`config.mk`:
```
export PLATFORM = sky130hd
export DESIGN_NAME = ssd_scan_reader_flat
export DESIGN_NICKNAME = d
export VERILOG_FILES = /design/src/rtl/ssd_pkg.sv /design/src/rtl/ssd_scan_reader_if.sv /design/src/rtl/ssd_glyph_decode.sv /design/src/rtl/ssd_scan_reader.sv /design/src/flat_wrapper.sv
export SDC_FILE = /design/constraint.sdc
export NUM_CORES = 1
export LEC_CHECK = 0
export CAP_MARGIN = 5
export CORE_MARGIN = 3
export CORE_UTILIZATION = 56
export DETAILED_ROUTE_END_ITERATION = 6
export PLACE_DENSITY = 0.84
export SYNTH_ARGS = -nofsm -noshare
export SYNTH_HDL_FRONTEND = slang
export SYNTH_HIERARCHICAL = 1
export SYNTH_SLANG_ARGS = --single-unit
```
`constraint.sdc`:
```
create_clock -name clk -period 7.18 [get_ports clk]
set_input_delay 1.077 -clock clk [delete_from_list [all_inputs] [get_ports clk]]
set_output_delay 1.077 -clock clk [all_outputs]
set_load 0.005 [all_outputs]
```
`src/rtl/ssd_pkg.sv`:
```
// Shared definitions for the scanned seven-segment reader: the active-low hex
// glyph table (bit 6 = g ... bit 0 = a), the blank pattern and the FSM state type.
package ssd_pkg;

    localparam logic [6:0] SSD_GLYPH_0 = 7'h40;
    localparam logic [6:0] SSD_GLYPH_1 = 7'h79;
    localparam logic [6:0] SSD_GLYPH_2 = 7'h24;
    localparam logic [6:0] SSD_GLYPH_3 = 7'h30;
    localparam logic [6:0] SSD_GLYPH_4 = 7'h19;
    localparam logic [6:0] SSD_GLYPH_5 = 7'h12;
    localparam logic [6:0] SSD_GLYPH_6 = 7'h02;
    localparam logic [6:0] SSD_GLYPH_7 = 7'h78;
    localparam logic [6:0] SSD_GLYPH_8 = 7'h00;
    localparam logic [6:0] SSD_GLYPH_9 = 7'h10;
    localparam logic [6:0] SSD_GLYPH_A = 7'h08;
    localparam logic [6:0] SSD_GLYPH_B = 7'h03;
    localparam logic [6:0] SSD_GLYPH_C = 7'h46;
    localparam logic [6:0] SSD_GLYPH_D = 7'h21;
    localparam logic [6:0] SSD_GLYPH_E = 7'h06;
    localparam logic [6:0] SSD_GLYPH_F = 7'h0E;

    localparam logic [6:0] SSD_BLANK   = 7'h7F;

    typedef enum logic {
        IDLE = 1'b0,
        PEND = 1'b1
    } ssd_state_e;

endpackage

```
`src/rtl/ssd_scan_reader_if.sv`:
```
// Capture output channel. A capture transfers on a clock edge where out_valid and
// out_ready are both high; the producer holds out_idx/out_value/out_err stable while out_valid is high.
interface ssd_scan_reader_if #(
    parameter int NUM_DIGITS = 4
);
    localparam int IDX_W = $clog2(NUM_DIGITS);

    logic             out_valid;
    logic             out_ready;
    logic [IDX_W-1:0] out_idx;
    logic [3:0]       out_value;
    logic             out_err;

    modport master (output out_valid, out_idx, out_value, out_err, input out_ready);
    modport slave  (input out_valid, out_idx, out_value, out_err, output out_ready);

endinterface

```
`src/rtl/ssd_glyph_decode.sv`:
```
// Combinational inverse of the hex glyph table: a 7-bit active-low segment
// pattern maps back to its 4-bit value, or raises err (value 0) when no glyph matches.
module ssd_glyph_decode
    import ssd_pkg::*;
(
    input  logic [6:0] seg,
    output logic [3:0] value,
    output logic       err
);

    always_comb begin
        value = 4'h0;
        err   = 1'b0;
        case (seg)
            SSD_GLYPH_0: value = 4'h0;
            SSD_GLYPH_1: value = 4'h1;
            SSD_GLYPH_2: value = 4'h2;
            SSD_GLYPH_3: value = 4'h3;
            SSD_GLYPH_4: value = 4'h4;
            SSD_GLYPH_5: value = 4'h5;
            SSD_GLYPH_6: value = 4'h6;
            SSD_GLYPH_7: value = 4'h7;
            SSD_GLYPH_8: value = 4'h8;
            SSD_GLYPH_9: value = 4'h9;
            SSD_GLYPH_A: value = 4'hA;
            SSD_GLYPH_B: value = 4'hB;
            SSD_GLYPH_C: value = 4'hC;
            SSD_GLYPH_D: value = 4'hD;
            SSD_GLYPH_E: value = 4'hE;
            SSD_GLYPH_F: value = 4'hF;
            default:     err   = 1'b1;
        endcase
    end

endmodule

```
`src/rtl/ssd_scan_reader.sv`:
```
// Receive side of a multiplexed HEX display: debounces the scanned segment/select bus,
// decodes each stable glyph and reports it per digit. Optional: SSD_SCAN_READER_CHANGE_FILTER_EN.
module ssd_scan_reader
    import ssd_pkg::*;
#(
    parameter int NUM_DIGITS    = 4,
    parameter int STABLE_CYCLES = 3
) (
    input  logic                    clk,
    input  logic                    reset,
    input  logic [6:0]              seg_in,
    input  logic [NUM_DIGITS-1:0]   dig_sel,
    ssd_scan_reader_if.master       out_if,
    output logic [4*NUM_DIGITS-1:0] digits_flat,
    output logic                    overrun,
    input  logic                    clr_overrun,
    output ssd_state_e              dbg_state
);

    localparam int IDX_W = $clog2(NUM_DIGITS);

    logic [6:0]              smp_seg_q;
    logic [NUM_DIGITS-1:0]   smp_sel_q;
    logic [3:0]              cnt_q, cnt_d;
    logic                    emitted_q, emitted_d;
    ssd_state_e              state_q, state_d;
    logic [IDX_W-1:0]        idx_q, idx_d;
    logic [3:0]              val_q, val_d;
    logic                    err_q, err_d;
    logic [4*NUM_DIGITS-1:0] flat_q, flat_d;
    logic                    ovr_q, ovr_d;

    logic                    sample_chg;
    logic                    capture;
    logic                    suppress;
    logic                    report;
    logic [IDX_W-1:0]        cap_idx;
    logic [3:0]              dec_val;
    logic                    dec_err;

    ssd_glyph_decode u_decode (
        .seg   (smp_seg_q),
        .value (dec_val),
        .err   (dec_err)
    );

    // cnt_q counts repeats after the first sample, so STABLE_CYCLES identical samples show as STABLE_CYCLES-1.
    always_comb begin
        sample_chg = ({seg_in, dig_sel} != {smp_seg_q, smp_sel_q});
        cnt_d      = sample_chg ? 4'd0
                   : (cnt_q == 4'(STABLE_CYCLES)) ? cnt_q : cnt_q + 4'd1;
        capture    = (cnt_q >= 4'(STABLE_CYCLES - 1)) && $onehot(smp_sel_q) && !emitted_q;
        emitted_d  = sample_chg ? 1'b0 : (capture ? 1'b1 : emitted_q);

        cap_idx = '0;
        for (int i = 0; i < NUM_DIGITS; i++) begin
            if (smp_sel_q[i]) cap_idx = IDX_W'(i);
        end

        flat_d = flat_q;
        if (capture && !dec_err) flat_d[cap_idx*4 +: 4] = dec_val;

`ifdef SSD_SCAN_READER_CHANGE_FILTER_EN
        suppress = !dec_err && (flat_q[cap_idx*4 +: 4] == dec_val);
`else
        suppress = 1'b0;
`endif
        report = capture && !suppress;
    end

    always_comb begin
        state_d = state_q;
        idx_d   = idx_q;
        val_d   = val_q;
        err_d   = err_q;
        ovr_d   = ovr_q & ~clr_overrun;
        case (state_q)
            IDLE: begin
                if (report) state_d = PEND;
            end
            PEND: begin
                if (!out_if.out_ready && report) ovr_d = 1'b1;
                else if (out_if.out_ready && !report) state_d = IDLE;
            end
            default: state_d = IDLE;
        endcase
        // Load whenever the channel is free this edge: idle, or the held capture transfers now.
        if (report && (state_q == IDLE || out_if.out_ready)) begin
            idx_d = cap_idx;
            val_d = dec_err ? 4'h0 : dec_val;
            err_d = dec_err;
        end
    end

    always_ff @(posedge clk) begin
        if (reset) begin
            smp_seg_q <= '0;
            smp_sel_q <= '0;
            cnt_q     <= '0;
            emitted_q <= 1'b0;
            state_q   <= IDLE;
            idx_q     <= '0;
            val_q     <= '0;
            err_q     <= 1'b0;
            flat_q    <= '0;
            ovr_q     <= 1'b0;
        end else begin
            smp_seg_q <= seg_in;
            smp_sel_q <= dig_sel;
            cnt_q     <= cnt_d;
            emitted_q <= emitted_d;
            state_q   <= state_d;
            idx_q     <= idx_d;
            val_q     <= val_d;
            err_q     <= err_d;
            flat_q    <= flat_d;
            ovr_q     <= ovr_d;
        end
    end

    assign out_if.out_valid = (state_q == PEND);
    assign out_if.out_idx   = idx_q;
    assign out_if.out_value = val_q;
    assign out_if.out_err   = err_q;
    assign digits_flat      = flat_q;
    assign overrun          = ovr_q;
    assign dbg_state        = state_q;

endmodule

```
`src/flat_wrapper.sv`:
```
// flat-port wrapper written by rule: the top's interface ports become plain ports
module ssd_scan_reader_flat import ssd_pkg::*;
#(
    parameter int NUM_DIGITS    = 4,
    parameter int STABLE_CYCLES = 3
)
  (clk, reset, seg_in, dig_sel, digits_flat, overrun, clr_overrun, dbg_state, out_if_out_valid, out_if_out_idx, out_if_out_value, out_if_out_err, out_if_out_ready);
  ssd_scan_reader_if #(.NUM_DIGITS(NUM_DIGITS)) out_if_i ();
  input  logic clk;
  input  logic reset;
  input  logic [6:0] seg_in;
  input  logic [NUM_DIGITS-1:0] dig_sel;
  output logic [4*NUM_DIGITS-1:0] digits_flat;
  output logic overrun;
  input  logic clr_overrun;
  output ssd_state_e dbg_state;
  output wire logic [$bits(out_if_i.out_valid)-1:0] out_if_out_valid;
  output wire logic [$bits(out_if_i.out_idx)-1:0] out_if_out_idx;
  output wire logic [$bits(out_if_i.out_value)-1:0] out_if_out_value;
  output wire logic [$bits(out_if_i.out_err)-1:0] out_if_out_err;
  input wire logic [$bits(out_if_i.out_ready)-1:0] out_if_out_ready;
  assign out_if_out_valid = out_if_i.out_valid;
  assign out_if_out_idx = out_if_i.out_idx;
  assign out_if_out_value = out_if_i.out_value;
  assign out_if_out_err = out_if_i.out_err;
  assign out_if_i.out_ready = out_if_out_ready;
  ssd_scan_reader #(.NUM_DIGITS(NUM_DIGITS), .STABLE_CYCLES(STABLE_CYCLES)) u_core (.clk(clk), .reset(reset), .seg_in(seg_in), .dig_sel(dig_sel), .out_if(out_if_i), .digits_flat(digits_flat), .overrun(overrun), .clr_overrun(clr_overrun), .dbg_state(dbg_state));
endmodule
```
== Word-level counts from Yosys, hierarchy flattened ==
Index checks and enable logic that the tools add are counted.

* Register bits: 41
* Word-level logic and storage cells: 65

* $add $sub $neg: 5
* Magnitude comparators: 1
* Equality and inequality tests: 18
* Shifts and indexed selects: 2
* Muxes and demuxes: 13
* Bitwise gates (word level): 3
* Reduce and logical (&&, ||, !) cells: 13

{| class="wikitable"
|+ Operators with widths
! operator !! number
|-
| case mux 4 bit (15 select lines) || 1
|-
| negator 4 -> 34 bit || 1
|-
| variable shift 4 x 34 -> 16 bit, first input constant || 1
|-
| variable part select 4 x 34 -> 16 bit || 1
|-
| equality test 7 bit, second input constant || 4
|-
| equality test 7 x 5 -> 1 bit, second input constant || 3
|-
| equality test 7 x 6 -> 1 bit, second input constant || 3
|-
| bitwise mux 16 bit || 1
|-
| OR reduction 16 bit || 1
|-
| equality test 7 x 2 -> 1 bit, second input constant || 2
|-
| equality test 7 x 4 -> 1 bit, second input constant || 2
|-
| inequality test 11 bit || 1
|-
| equality test 7 x 3 -> 1 bit, second input constant || 1
|-
| zero test 7 bit || 1
|-
| 2-to-1 mux 1 bit || 7
|-
| logical AND 1 bit || 6
|-
| adder 1 x 1 -> 2 bit || 2
|-
| adder 4 x 1 -> 4 bit, second input constant || 1
|-
| equality test 4 x 2 -> 1 bit, second input constant || 1
|-
| greater-or-equal comparator 4 x 2 -> 1 bit, second input constant || 1
|-
| 2-to-1 mux 2 bit || 2
|-
| 2-to-1 mux 4 bit || 1
|-
| adder 3 bit || 1
|-
| equality test 3 x 1 -> 1 bit, second input constant || 1
|-
| 6 further kinds || 9
|}

== Depth between registers and ports, before layout ==
Gate-level depths: netlist of the first run.

* Depth in word-level cells: 10
* Mapped depth: 12

== Hierarchy ==
Netlist of the first run, hierarchy kept.

{| class="wikitable"
|+ Modules (own cells, without submodules)
! module !! instances !! cells an instance !! area an instance (µm²)
|-
| ssd_scan_reader || 1 || 196 || 1913.1
|-
| ssd_glyph_decode || 1 || 63 || 381.6
|}

== Worst setup path after synthesis of the first run ==
Ideal clock, no wire load.

* Kind: flip-flop to flip-flop
* Start point: reg u_core.smp_sel_q[3]
* End point: reg u_core.err_q (netlist: u_core/out_if.out_err)
* Library setup time: 128 ps
* Data arrival time: 2773 ps
* Data required time: 7052 ps
* Setup slack: 4279 ps
* Cell stages (with the launch flop): 13
* Period minus slack after synthesis: 2901 ps
* Path through: dfxtp_1 clkbuf_1 inv_1 fa_1 inv_1 ha_1 ha_1 or4b_4 buf_6 nor3_4 buf_6 mux2i_1 nor2_1

* Cells in the longest elaborated chain, start to end: 6

{| class="wikitable"
|+ RTL lines
! item !! line !! text
|-
| start: declaration || ssd_scan_reader.sv:23 || <nowiki>logic [NUM_DIGITS-1:0] smp_sel_q;</nowiki>
|-
| start signal: assignment || ssd_scan_reader.sv:109 || <nowiki>smp_sel_q <= dig_sel;</nowiki>
|-
| adder 1 x 1 -> 2 bit (implied by the code) || ssd_scan_reader.sv:52 || <nowiki>capture = (cnt_q >= 4'(STABLE_CYCLES - 1)) && $onehot(smp_sel_q) && !emitted_q;</nowiki>
|-
| adder 3 bit (implied by the code) || ssd_scan_reader.sv:52 ||
|-
| equality test 3 x 1 -> 1 bit || ssd_scan_reader.sv:52 ||
|-
| logical AND 1 bit (2 in series) || ssd_scan_reader.sv:52 ||
|-
| logical AND 1 bit || ssd_scan_reader.sv:88 || <nowiki>if (report && (state_q == IDLE || out_if.out_ready)) begin</nowiki>
|-
| end signal: assignment || ssd_scan_reader.sv:115 || <nowiki>err_q <= err_d;</nowiki>
|-
| end: declaration || ssd_scan_reader.sv:29 || <nowiki>logic err_q, err_d;</nowiki>
|}

Every way passes these cells.
A chain may end at the register's enable or synchronous reset.

== Worst setup path in the final report of the first run ==
Ends and elaborated chain as after synthesis.

==> results_tabular.tex, run 1 <==
\begin{tabular}{lr}
\hline
Metric & Value \\
\hline
\multicolumn{2}{l}{\textbf{Clock tree}} \\
Clock tree root driver cell & sky130\_fd\_sc\_hd\_\_clkbuf\_8 \\
Number of CTS-inserted buffers & 5 \\
Clock insertion delay at the later pin of the skew report & 290 ps \\
Maximum number of buffers from clock root to sink & 2 \\
Cells resized by post-CTS repair & 0 \\
Number of clock sinks & between 40 and 50 \\
Post-CTS setup-driven buffer insertion count & 0 \\
Depth of the CTS H-tree & 2 \\
Hold-fix buffers, CTS & 0 \\
Clock tree from TritonCTS & built \\
Clk pin slew, worst setup/hold paths & about 80 ps \\
\multicolumn{2}{l}{\textbf{Floorplanning}} \\
Die footprint & 4900 um\^{}2 \\
Height of the die & 70.0 um \\
Core footprint & around 3800 um\^{}2 \\
Count of pins on the block boundary & 41 \\
Die span in x & $\sim$70 um \\
Starting density of the core & approximately three fifths \\
Placement Rows & 22 \\
\multicolumn{2}{l}{\textbf{Timing}} \\
Final period utilization & 42.6\% \\
Worst slew margin & about half \\
Setup violation total in the final timing report & 0 \\
Final critical delay including setup and external delays & between 3000 and 4000 ps \\
Worst-margin pin slew & about 760 ps \\
Post-route clock skew & between 6 and 7 ps \\
Final Slew Violations & 0 \\
PnR worst setup slack & around 4100 ps \\
Number of hold violations in the final report & 0 \\
Setup TNS after final layout & 0 ps \\
Setup repair after global routing missed its margin & no \\
Achievable clock frequency & roughly 0.33 GHz \\
\multicolumn{2}{l}{\textbf{GRT}} \\
Pin count of the biggest net entering global routing & 38 \\
Total global routing track utilization & 20.6\% \\
Global route total overflow & 0 \\
Via count of the first global-routing pass & around 1,900 \\
Number of antenna violations at the first check in global routing & 0 \\
First-pass GRT wire length & about 8.3 mm \\
\multicolumn{2}{l}{\textbf{Placement}} \\
Port Buffer Count & 40 \\
Global placer's final weighted congestion & 0.792 \\
Detailed placer's ending HPWL & around 3.5 mm \\
Worst slack, placed & between 4000 and 5000 ps \\
\multicolumn{2}{l}{\textbf{Synth}} \\
Ys Warns & 6 \\
Post-synthesis instance area & 2290 um\^{}2 \\
Top FF cell, synth & sky130\_fd\_sc\_hd\_\_dfxtp\_1 \\
Number of synthesized flops with an enable pin & 0 \\
Proportion of synthesized flip-flops having asynchronous set or reset & 0\% \\
Number of storage elements in the synthesis netlist & just over 40 \\
Library cells used by synthesis & 47 \\
Synthesized net count & 284 \\
Share of synthesized area occupied by flip-flops and latches & between 30 and 40\% \\
Average size of a mapped cell & a little under 9 um\^{}2 \\
Number of standard cells after synthesis & 259 \\
\multicolumn{2}{l}{\textbf{Drt}} \\
Starting DRT DRC Count & between 200 and 250 \\
Total detailed-routing wirelength & roughly 5 mm \\
Via count & between 1,500 and 2,000 \\
DRC violations left & 0 \\
Detail-routed net length per standard cell & 14.4 um \\
Number of iterations in the first detailed-routing pass & 4 \\
Number of vias per cell & 5.69 \\
Routed Antenna Nets & 0 \\
\multicolumn{2}{l}{\textbf{Power}} \\
IR Drop Worst-Case VDD & around 0.00014 V \\
Clock power frac & a little under two fifths \\
Proportion of total power due to net switching & 24.5\% \\
Power per standard cell area & around 180 nW/um\^{}2 \\
Switching pwr & 121 uW \\
Part of the power in registers & roughly 49\% \\
Leakage component of the power & 0.00101 uW \\
Part of the total power dissipated in combinational logic & 13.1\% \\
P\_int & around 370 uW \\
Post-route total power & between 400 and 500 uW \\
\multicolumn{2}{l}{\textbf{Status}} \\
Run status & completed \\
\multicolumn{2}{l}{\textbf{Setup path}} \\
Data required time at the worst endpoint & $\sim$7400 ps \\
Worst setup SP type & flip-flop \\
Critical Path AT & $\sim$3200 ps \\
Maximum fanout along the worst path & 13 \\
Startpoint-to-endpoint class of the critical path & flip-flop to flip-flop \\
R2R Setup Slk & 4120 ps \\
Worst Setup End Kind & flip-flop \\
\multicolumn{2}{l}{\textbf{Cells and area}} \\
Most frequent standard cell in the layout excluding fill and tap cells & sky130\_fd\_sc\_hd\_\_dfxtp\_1 \\
Number of nets in the finished design & 318 \\
Fraction of layout cells with a size suffix above 1 & 6.46\% \\
Antenna fix cells & 0 \\
Commonest cells after routing, fill and taps aside & sky130\_fd\_sc\_hd\_\_dfxtp\_1 (41), sky130\_fd\_sc\_hd\_\_clkdlybuf4s50\_1 (40), sky130\_fd\_sc\_hd\_\_a21oi\_1 (26) \\
Layout-stage area growth over the synthesis result & 22.2\% \\
Fill cells & just over 300 \\
\multicolumn{2}{l}{\textbf{Run}} \\
Maximum Capacitance Violations & 0 \\
\multicolumn{2}{l}{\textbf{Min path}} \\
Worst Hold Class & flip-flop to flip-flop \\
\hline
\end{tabular}
## final cells by class
class / instances / area (um^2) / area share, %
clock buffers: 7 / 86.3 / 3.08
clock inverters: 1 / 30.0 / 1.07
inverters: 9 / 33.8 / 1.20
multi-input cells: 194 / 1360 / 48.4
flip-flops and latches: 41 / 821 / 29.3
well taps: 48 / 60.1 / 2.14
repair buffers: 42 / 415 / 14.8
## metal layers
metal	part of all wire, %	wire length [um]	vias up	track usage, %
li1	-	-	967	-
met1	44	2180	912	26.6
met3	6.3	310	4	4.60
met4	0.69	34	0	8.09
met5	0	0	-	0
met2	49	2400	64	33.3
## stage by stage
step | util, % | hold WS (ps) | std cells | instance area (um^2)
3_3_place_gp | 70.8 | 459 | 334 | 2690
2_1_floorplan | - | 441 | 259 | 2290
6_report | 73.8 | 471 | 342 | 2810
5_1_grt | 73.8 | 487 | 342 | 2810
4_1_cts | 73.8 | 473 | 342 | 2810
3_5_place_dp | 70.8 | 460 | 334 | 2690
## worst max-delay path, cell delays in order (launching register included)
cell                      delay (ps)
sky130_fd_sc_hd__dfxtp_1         480
sky130_fd_sc_hd__inv_1            90
sky130_fd_sc_hd__fa_1            490
sky130_fd_sc_hd__inv_1            50
sky130_fd_sc_hd__ha_1            180
sky130_fd_sc_hd__ha_1            270
sky130_fd_sc_hd__or4b_4          620
sky130_fd_sc_hd__nor3_4          460
sky130_fd_sc_hd__mux2i_1         240
sky130_fd_sc_hd__nor2_1           50
## power by group through the flow
stage	Sequential [uW]	Combinational, uW	Clock (uW)
final	240	64.8	189
after global routing	241	71.5	202
after CTS	240	64.8	195
after detailed placement	245	64.5	0
after global placement	245	62.3	0
after floorplan	238	52.5	0
## Yosys cell counts, drive strengths merged (2+ instances only)
cell type / count / area, um^2
nor2: 23 / 86.3
nor4b: 7 / 121
o21ai: 4 / 20.0
a211o: 2 / 17.5
xor2: 12 / 105
inv: 9 / 33.8
nand2b: 23 / 144
clkbuf: 7 / 26.3
nand3b: 6 / 45.0
dfxtp: 41 / 821
ha: 9 / 113
nor2b: 16 / 100
or3: 2 / 12.5
buf: 8 / 55.1
a21oi: 26 / 130
nand3: 20 / 100
nor3b: 4 / 30.0
mux2i: 3 / 30.0
or4b: 2 / 23.8
nor3: 5 / 36.3
nand2: 6 / 22.5
a211oi: 2 / 25.0
nor4: 5 / 46.3
## cells by family (layout without fill, tap and decap cells)
| family | Yosys count | in the layout | synth area share, % |
|---|---|---|---|
| xor+xnor | 13 | 13 | 4.96 |
| fa+ha+maj | 10 | 10 | 5.78 |
| compound gates | 44 | 44 | 12.0 |
| flops | 41 | 41 | 35.8 |
| buf+inv | 24 | 59 | 5.02 |
| mux | 3 | 3 | 1.31 |
| simple gates | 124 | 124 | 35.2 |
## final timing paths
path,start,end,depth (start not counted)
max reg2reg,u_core/smp_sel_q[3],u_core/out_if.out_err,9
min,u_core/digits_flat[15],u_core/digits_flat[15],2
min reg2reg,u_core/digits_flat[15],u_core/digits_flat[15],2
max,u_core/smp_sel_q[3],u_core/out_if.out_err,9
## registers in the layout, summed over array words and instances, names as in the netlist
| signal | flops |
|---|---|
| u_core/dbg_state | 1 |
| u_core/digits_flat | 16 |
| u_core/out_if.out_idx | 2 |
| u_core/emitted_q | 1 |
| u_core/smp_seg_q | 7 |
| u_core/smp_sel_q | 4 |
| u_core/out_if.out_err | 1 |
| u_core/overrun | 1 |
| u_core/cnt_q | 4 |
| u_core/out_if.out_value | 4 |
Power figures use the tool's default switching activity.
==> inputs of run 2 (changes only) <==
--- a/config.mk
+++ b/config.mk
@@ -7,9 +7,9 @@
 export LEC_CHECK = 0
 export CAP_MARGIN = 5
 export CORE_MARGIN = 3
-export CORE_UTILIZATION = 56
+export CORE_UTILIZATION = 47
 export DETAILED_ROUTE_END_ITERATION = 6
-export PLACE_DENSITY = 0.84
+export PLACE_DENSITY = 0.75
 export SYNTH_ARGS = -nofsm -noshare
 export SYNTH_HDL_FRONTEND = slang
 export SYNTH_HIERARCHICAL = 1
==> constraint.sdc (replaced) <==
create_clock -name clk -period 2.8 [get_ports clk]
set_input_delay 0.42 -clock clk [delete_from_list [all_inputs] [get_ports clk]]
set_output_delay 0.42 -clock clk [all_outputs]
set_load 0.005 [all_outputs]
==> run 2 against run 1 <==
  * Flip-flop and latch count unchanged
  * Critical path type unchanged
  * First-iteration DRC count shrank 19%
  * Largest power group unchanged
  * Register-to-register slack worse by 4100 ps
  * Die area rose by 17%
==> results_tabular.tex, run 2 (same netlist as run 1, synthesis figures left out) <==
\begin{tabular}{lr}
\hline
Metric & Value \\
\hline
\multicolumn{2}{l}{\textbf{Clock tree}} \\
Clk pin slew, worst setup/hold paths & about 90 ps \\
Number of clock sinks & roughly 40 \\
Clock tree from TritonCTS & built \\
Number of CTS-inserted buffers & 5 \\
Hold-fix buffers, CTS & 0 \\
Clock insertion delay at the later pin of the skew report & 290 ps \\
Depth of the CTS H-tree & 2 \\
Maximum number of buffers from clock root to sink & 2 \\
Clock tree root driver cell & sky130\_fd\_sc\_hd\_\_clkbuf\_8 \\
\multicolumn{2}{l}{\textbf{Power}} \\
IR Drop Worst-Case VDD & about 0.00036 V \\
Power per standard cell area & around 450 nW/um\^{}2 \\
Leakage component of the power & $\sim$0.0011 uW \\
\multicolumn{2}{l}{\textbf{Timing}} \\
Number of hold violations in the final report & 0 \\
PnR worst setup slack & 2.69 ps \\
Achievable clock frequency & between 0.3 and 0.4 GHz \\
Setup violation total in the final timing report & 0 \\
Setup repair after global routing missed its margin & yes \\
Final Slew Violations & 0 \\
Final period utilization & roughly 100\% \\
Final critical delay including setup and external delays & about 2800 ps \\
Worst-margin pin slew & about 1000 ps \\
Hold slack final & around 470 ps \\
Worst slew margin & around 34\% \\
Post-route clock skew & 7.77 ps \\
\multicolumn{2}{l}{\textbf{Placement}} \\
Global placer's final weighted congestion & $\sim$0.8 \\
Worst slack, placed & -40.2 ps \\
Detailed placer's ending HPWL & 3.61 mm \\
Total cell area at the placement stage & around 2800 um\^{}2 \\
Port Buffer Count & 40 \\
\multicolumn{2}{l}{\textbf{Drt}} \\
Via count & approximately 2,000 \\
Number of iterations in the first detailed-routing pass & 4 \\
Number of vias per cell & approximately 5.4 \\
Total detailed-routing wirelength & roughly 5.3 mm \\
Routed Antenna Nets & 0 \\
Detail-routed net length per standard cell & 14.2 um \\
Starting DRT DRC Count & about 170 \\
DRC violations left & 0 \\
\multicolumn{2}{l}{\textbf{Cells and area}} \\
Layout-stage area growth over the synthesis result & 34.4\% \\
Non-Filler Cell Area, Final & 3080 um\^{}2 \\
Commonest cells after routing, fill and taps aside & sky130\_fd\_sc\_hd\_\_clkdlybuf4s50\_1 (40), sky130\_fd\_sc\_hd\_\_dfxtp\_1 (38), sky130\_fd\_sc\_hd\_\_nor2\_1 (23) \\
Most frequent standard cell in the layout excluding fill and tap cells & sky130\_fd\_sc\_hd\_\_clkdlybuf4s50\_1 \\
Max reg flops & 16 \\
Number of nets in the finished design & approximately 330 \\
Fraction of layout cells with a size suffix above 1 & 18.4\% \\
Antenna fix cells & 0 \\
Core Util, Final & about 68\% \\
\multicolumn{2}{l}{\textbf{Setup path}} \\
Maximum fanout along the worst path & 8 \\
Critical-path cell with the highest stage delay & sky130\_fd\_sc\_hd\_\_or4b\_4 \\
Data required time at the worst endpoint & around 3000 ps \\
Critical Path AT & 2970 ps \\
Maximum cell stage delay along the critical path & 620 ps \\
Critical path startpoint & u\_core/smp\_sel\_q[0] \\
Cell family contributing the most delay on the critical path & simple AND/OR/NAND/NOR gates \\
Buffering stage count on the worst path with inverters included & 3 \\
Critical-path cell list & inv\_2 > fa\_1 > inv\_1 > ha\_2 > ha\_4 > or4b\_4 > nor4b\_4 > buf\_6 > nand2b\_1 > a21oi\_2 \\
Critical R2R Launch & u\_core/smp\_sel\_q[0] \\
Startpoint-to-endpoint class of the critical path & flip-flop to flip-flop \\
Worst Setup End Kind & flip-flop \\
Worst setup SP type & flip-flop \\
\multicolumn{2}{l}{\textbf{Floorplanning}} \\
Count of pins on the block boundary & between 40 and 50 \\
Die footprint & 5760 um\^{}2 \\
Core footprint & about 4500 um\^{}2 \\
Height of the die & approximately 76 um \\
Starting density of the core & roughly 51\% \\
Placement Rows & 24 \\
Die span in x & roughly 76 um \\
\multicolumn{2}{l}{\textbf{GRT}} \\
Total global routing track utilization & approximately 19\% \\
Number of antenna violations at the first check in global routing & 0 \\
First-pass GRT wire length & 8.36 mm \\
Via count of the first global-routing pass & between 1,500 and 2,000 \\
Pin count of the biggest net entering global routing & 37 \\
Global route total overflow & 0 \\
\multicolumn{2}{l}{\textbf{Min path}} \\
Worst Hold Class & flip-flop to flip-flop \\
Min-delay src & u\_core/digits\_flat[5] \\
\multicolumn{2}{l}{\textbf{Status}} \\
Run status & completed \\
\multicolumn{2}{l}{\textbf{Run}} \\
Maximum Capacitance Violations & 0 \\
\hline
\end{tabular}
-- run 2: per-layer routing --
layer  track usage (%)  share of wire (%)  wire length [um]
met3              4.22                3.0               159
met1              24.8                 46              2420
met5                 0                  0                 0
met2              32.1                 51              2700
met4              5.83               0.47                25
-- run 2: final timing paths --
| check | slack [ps] | cells past startpoint | to |
|---|---|---|---|
| setup / recovery | 3 | 10 | u_core/digits_flat[1] |
| hold / removal | 470 | 2 | u_core/digits_flat[5] |
| setup reg to reg | 3 | 10 | u_core/digits_flat[1] |
| hold reg to reg | 470 | 2 | u_core/digits_flat[5] |
-- run 2: final cells by class --
class / count / area [um^2]
fillers: 368 / 1450
clock inverters: 3 / 68.8
well taps: 65 / 81.3
flip-flops and latches: 41 / 825
clock buffers: 5 / 68.8
multi-input cells: 194 / 1460
inverters: 9 / 33.8
repair buffers: 57 / 548
-- run 2: power by group --
part / leakage [uW] / internal, uW / switching (uW)
logic: 0.000700 / 86.3 / 116
clock network: 0.0000687 / 359 / 217
registers: 0.000334 / 591 / 11.0
-- run 2: worst reg2reg max path, stage by stage (launching register included) --
cell,delay [ps]
sky130_fd_sc_hd__dfxtp_2,340
sky130_fd_sc_hd__inv_2,50
sky130_fd_sc_hd__fa_1,550
sky130_fd_sc_hd__inv_1,50
sky130_fd_sc_hd__ha_2,180
sky130_fd_sc_hd__ha_4,210
sky130_fd_sc_hd__or4b_4,620
sky130_fd_sc_hd__nor4b_4,340
sky130_fd_sc_hd__buf_6,170
sky130_fd_sc_hd__nand2b_1,120
sky130_fd_sc_hd__a21oi_2,60
-- run 2: per-stage QoR --
step           TNS (ps)  std cells  total power [uW]
3_3_place_gp          0        363               802
6_report              0        374              1380
3_5_place_dp       -146        363               805
5_1_grt            -749        374              1430
4_1_cts               0        373              1380
2_1_floorplan         0        259               747
-- run 2: timing repair --
action / 4_1_cts / 5_1_grt
resized for setup: 2 / 22
pin swaps: 6 / 19
setup buffers: 2 / 1
endpoints found under the setup margin: 21 / 23
==> inputs of run 3 (changes only) <==
--- a/config.mk
+++ b/config.mk
@@ -10,6 +10,7 @@
 export CORE_UTILIZATION = 47
 export DETAILED_ROUTE_END_ITERATION = 6
 export PLACE_DENSITY = 0.75
+export SETUP_SLACK_MARGIN = 0.4
 export SYNTH_ARGS = -nofsm -noshare
 export SYNTH_HDL_FRONTEND = slang
 export SYNTH_HIERARCHICAL = 1
==> run 3 against run 2 <==
  * Utilization rose by 0.50 points
  * Largest power group unchanged
  * First-iteration DRC count fell by 13%
  * Cell count rose by 1.9%
  * Clock skew barely moved
  * Routed wire length rose by 4.0%
  * Count of clock-buffer cells in the layout did not move
  * Die area did not move
  * Combinational power rose by 3%
  * Sequential power barely moved
  * Flip-flop and latch count did not move
  * Critical path depth did not move
  * Global-route usage rose by 0.54 points
==> results_tabular.tex, run 3 (same netlist as run 1, synthesis figures left out) <==
\begin{tabular}{lr}
\hline
Metric & Value \\
\hline
\multicolumn{2}{l}{\textbf{Cells and area}} \\
Fraction of layout cells with a size suffix above 1 & 19.6\% \\
Commonest cells after routing, fill and taps aside & sky130\_fd\_sc\_hd\_\_clkdlybuf4s50\_1 (40), sky130\_fd\_sc\_hd\_\_dfxtp\_1 (38), sky130\_fd\_sc\_hd\_\_a21oi\_1 (23) \\
Fill cells & between 300 and 400 \\
Layout-stage area growth over the synthesis result & 35.3\% \\
Non-Filler Cell Area, Final & 3110 um\^{}2 \\
Antenna fix cells & 0 \\
Max reg flops & 16 \\
Number of nets in the finished design & 340 \\
Most frequent standard cell in the layout excluding fill and tap cells & sky130\_fd\_sc\_hd\_\_clkdlybuf4s50\_1 \\
\multicolumn{2}{l}{\textbf{Min path}} \\
Min-Delay Path Depth & 2 \\
Worst Hold Class & flip-flop to flip-flop \\
Min-delay src & u\_core/digits\_flat[8] \\
Worst Hold End & u\_core/digits\_flat[8] \\
\multicolumn{2}{l}{\textbf{Timing}} \\
Number of hold violations in the final report & 0 \\
Hold slack final & between 400 and 500 ps \\
Final period utilization & 99.2\% \\
PnR worst setup slack & 21.8 ps \\
Achievable clock frequency & approximately 0.36 GHz \\
Final Slew Violations & 0 \\
Setup violation total in the final timing report & 0 \\
Worst-margin pin slew & roughly 900 ps \\
Setup repair after global routing missed its margin & yes \\
Final critical delay including setup and external delays & between 2000 and 3000 ps \\
Post-route clock skew & 7.30 ps \\
Worst slew margin & approximately two fifths \\
\multicolumn{2}{l}{\textbf{Setup path}} \\
Critical-path cell with the highest stage delay & sky130\_fd\_sc\_hd\_\_or4b\_4 \\
Number of cells traversed by the worst register-to-register path & 10 \\
Maximum fanout along the worst path & 6 \\
Cell family contributing the most delay on the critical path & simple AND/OR/NAND/NOR gates \\
Startpoint-to-endpoint class of the critical path & flip-flop to flip-flop \\
Critical register-to-register path endpoint & u\_core/digits\_flat[1] \\
Data required time at the worst endpoint & 3030 ps \\
Critical-path cell list & inv\_2 > fa\_1 > inv\_1 > ha\_2 > ha\_4 > or4b\_4 > nor4b\_4 > buf\_4 > nand3\_1 > a21oi\_1 \\
R2R Setup Slk & 20 ps \\
Critical Path AT & 3010 ps \\
Maximum cell stage delay along the critical path & 590 ps \\
Critical R2R Launch & u\_core/smp\_sel\_q[3] \\
Worst setup SP type & flip-flop \\
Worst Setup End Kind & flip-flop \\
Buffering stage count on the worst path with inverters included & 3 \\
\multicolumn{2}{l}{\textbf{GRT}} \\
Number of antenna violations at the first check in global routing & 0 \\
Total global routing track utilization & a little under 20\% \\
First-pass GRT wire length & 8.78 mm \\
Pin count of the biggest net entering global routing & 37 \\
Global route total overflow & 0 \\
Via count of the first global-routing pass & approximately 1,900 \\
\multicolumn{2}{l}{\textbf{Drt}} \\
Total detailed-routing wirelength & about 5.5 mm \\
Number of iterations in the first detailed-routing pass & 4 \\
Starting DRT DRC Count & between 100 and 150 \\
Detail-routed net length per standard cell & between 10 and 15 um \\
Met2 WL post-DR & roughly 2.7 mm \\
Number of vias per cell & $\sim$5.4 \\
Met1 wire length & 2.48 mm \\
Via count & 2,056 \\
DRC violations left & 0 \\
Routed Antenna Nets & 0 \\
Highest Signal Layer & met4 \\
Met3 routed wirelength & between 200 and 300 um \\
\multicolumn{2}{l}{\textbf{Clock tree}} \\
Clock insertion delay at the later pin of the skew report & approximately 300 ps \\
Number of clock sinks & 41 \\
Maximum number of buffers from clock root to sink & 2 \\
Depth of the CTS H-tree & 2 \\
Clk pin slew, worst setup/hold paths & 90 ps \\
Number of CTS-inserted buffers & 5 \\
Clock tree from TritonCTS & built \\
Clock tree root driver cell & sky130\_fd\_sc\_hd\_\_clkbuf\_8 \\
\multicolumn{2}{l}{\textbf{Placement}} \\
Worst slack, placed & -23.4 ps \\
Detailed placer's ending HPWL & roughly 3.8 mm \\
Total cell area at the placement stage & about 2800 um\^{}2 \\
Global placer's final weighted congestion & a little over 0.8 \\
Port Buffer Count & 40 \\
\multicolumn{2}{l}{\textbf{Power}} \\
Post-route total power & 1290 uW \\
IR Drop Worst-Case VDD & a little over 0.0004 V \\
Leakage component of the power & $\sim$0.0011 uW \\
Power per standard cell area & 417 nW/um\^{}2 \\
\multicolumn{2}{l}{\textbf{Run}} \\
Maximum Capacitance Violations & 0 \\
\multicolumn{2}{l}{\textbf{Floorplanning}} \\
Die span in x & around 76 um \\
Core footprint & $\sim$4500 um\^{}2 \\
Placement Rows & 24 \\
Die footprint & between 5000 and 6000 um\^{}2 \\
Count of pins on the block boundary & between 40 and 50 \\
Height of the die & 75.9 um \\
Starting density of the core & 50.6\% \\
\multicolumn{2}{l}{\textbf{Status}} \\
Run status & completed \\
\hline
\end{tabular}
[run 3: cell count changes in the layout (fill, tap and decap cells not counted)]
cell	previous run	this run
sky130_fd_sc_hd__bufinv_16	2	1
sky130_fd_sc_hd__nand3_2	7	4
sky130_fd_sc_hd__buf_12	1	0
sky130_fd_sc_hd__nor2_4	0	3
sky130_fd_sc_hd__a21oi_2	5	3
sky130_fd_sc_hd__buf_4	14	20
sky130_fd_sc_hd__nor2_1	23	20
sky130_fd_sc_hd__nand3_1	13	16
sky130_fd_sc_hd__buf_6	2	4
sky130_fd_sc_hd__clkinv_2	0	1
sky130_fd_sc_hd__a21oi_1	21	23
[run 3: metal layers]
layer  track usage (%)  vias to the layer above
met4              5.63                        0
li1                  -                     1011
met5                 0                        -
met3              5.01                       12
met2              30.3                       59
met1              27.5                      974
[run 3: per-stage QoR]
step	TNS (ps)	utilization [%]	cells
finish	0	68.5	381
detailed placement	-45.2	61.7	360
floorplan	0	-	259
global route	-232	68.5	381
global placement	0	61.7	360
CTS	0	66.3	379
[run 3: layout make-up]
class	count	area, um^2	share of cell area, %
repair buffers	64	596	19.2
well taps	65	81.3	2.62
clock inverters	3	43.8	1.41
flip-flops and latches	41	825	26.6
clock buffers	5	68.8	2.22
multi-input cells	194	1460	46.9
inverters	9	33.8	1.09
[run 3: where the power goes]
group	internal (uW)	leakage, uW	switching, uW
Sequential	591	0.000334	10.6
Combinational	90.1	0.000743	119
Clock	267	0.0000585	215
[run 3: worst reg2reg max path, delay by kind of cell, from the launching register on]
kind                       cells  cell delay, ps
AOI/OAI and AO/OA              1             160
adders and majority gates      3             920
DFF                            1             340
buffers and inverters          3             270
and+or+nand+nor                3            1030
[run 3: worst max path at each step]
stage / cells after the start / to / from
6_report: 10 / u_core/digits_flat[1] / u_core/smp_sel_q[3]
4_1_cts: 10 / u_core/digits_flat[1] / u_core/smp_sel_q[3]
2_1_floorplan: 11 / u_core/digits_flat[2] / u_core/smp_sel_q[3]
5_1_grt: 10 / u_core/digits_flat[1] / u_core/smp_sel_q[3]
3_3_place_gp: 10 / u_core/out_if.out_idx[0] / u_core/smp_sel_q[0]
3_5_place_dp: 9 / u_core/digits_flat[0] / u_core/smp_sel_q[0]
[run 3: timing repair]
item | in CTS | in global routing
resized for setup | 5 | 17
setup buffers | 11 | 2
setup endpoints to repair | 26 | 26
pin swaps | 22 | 10
hold buffers | 0 | 0
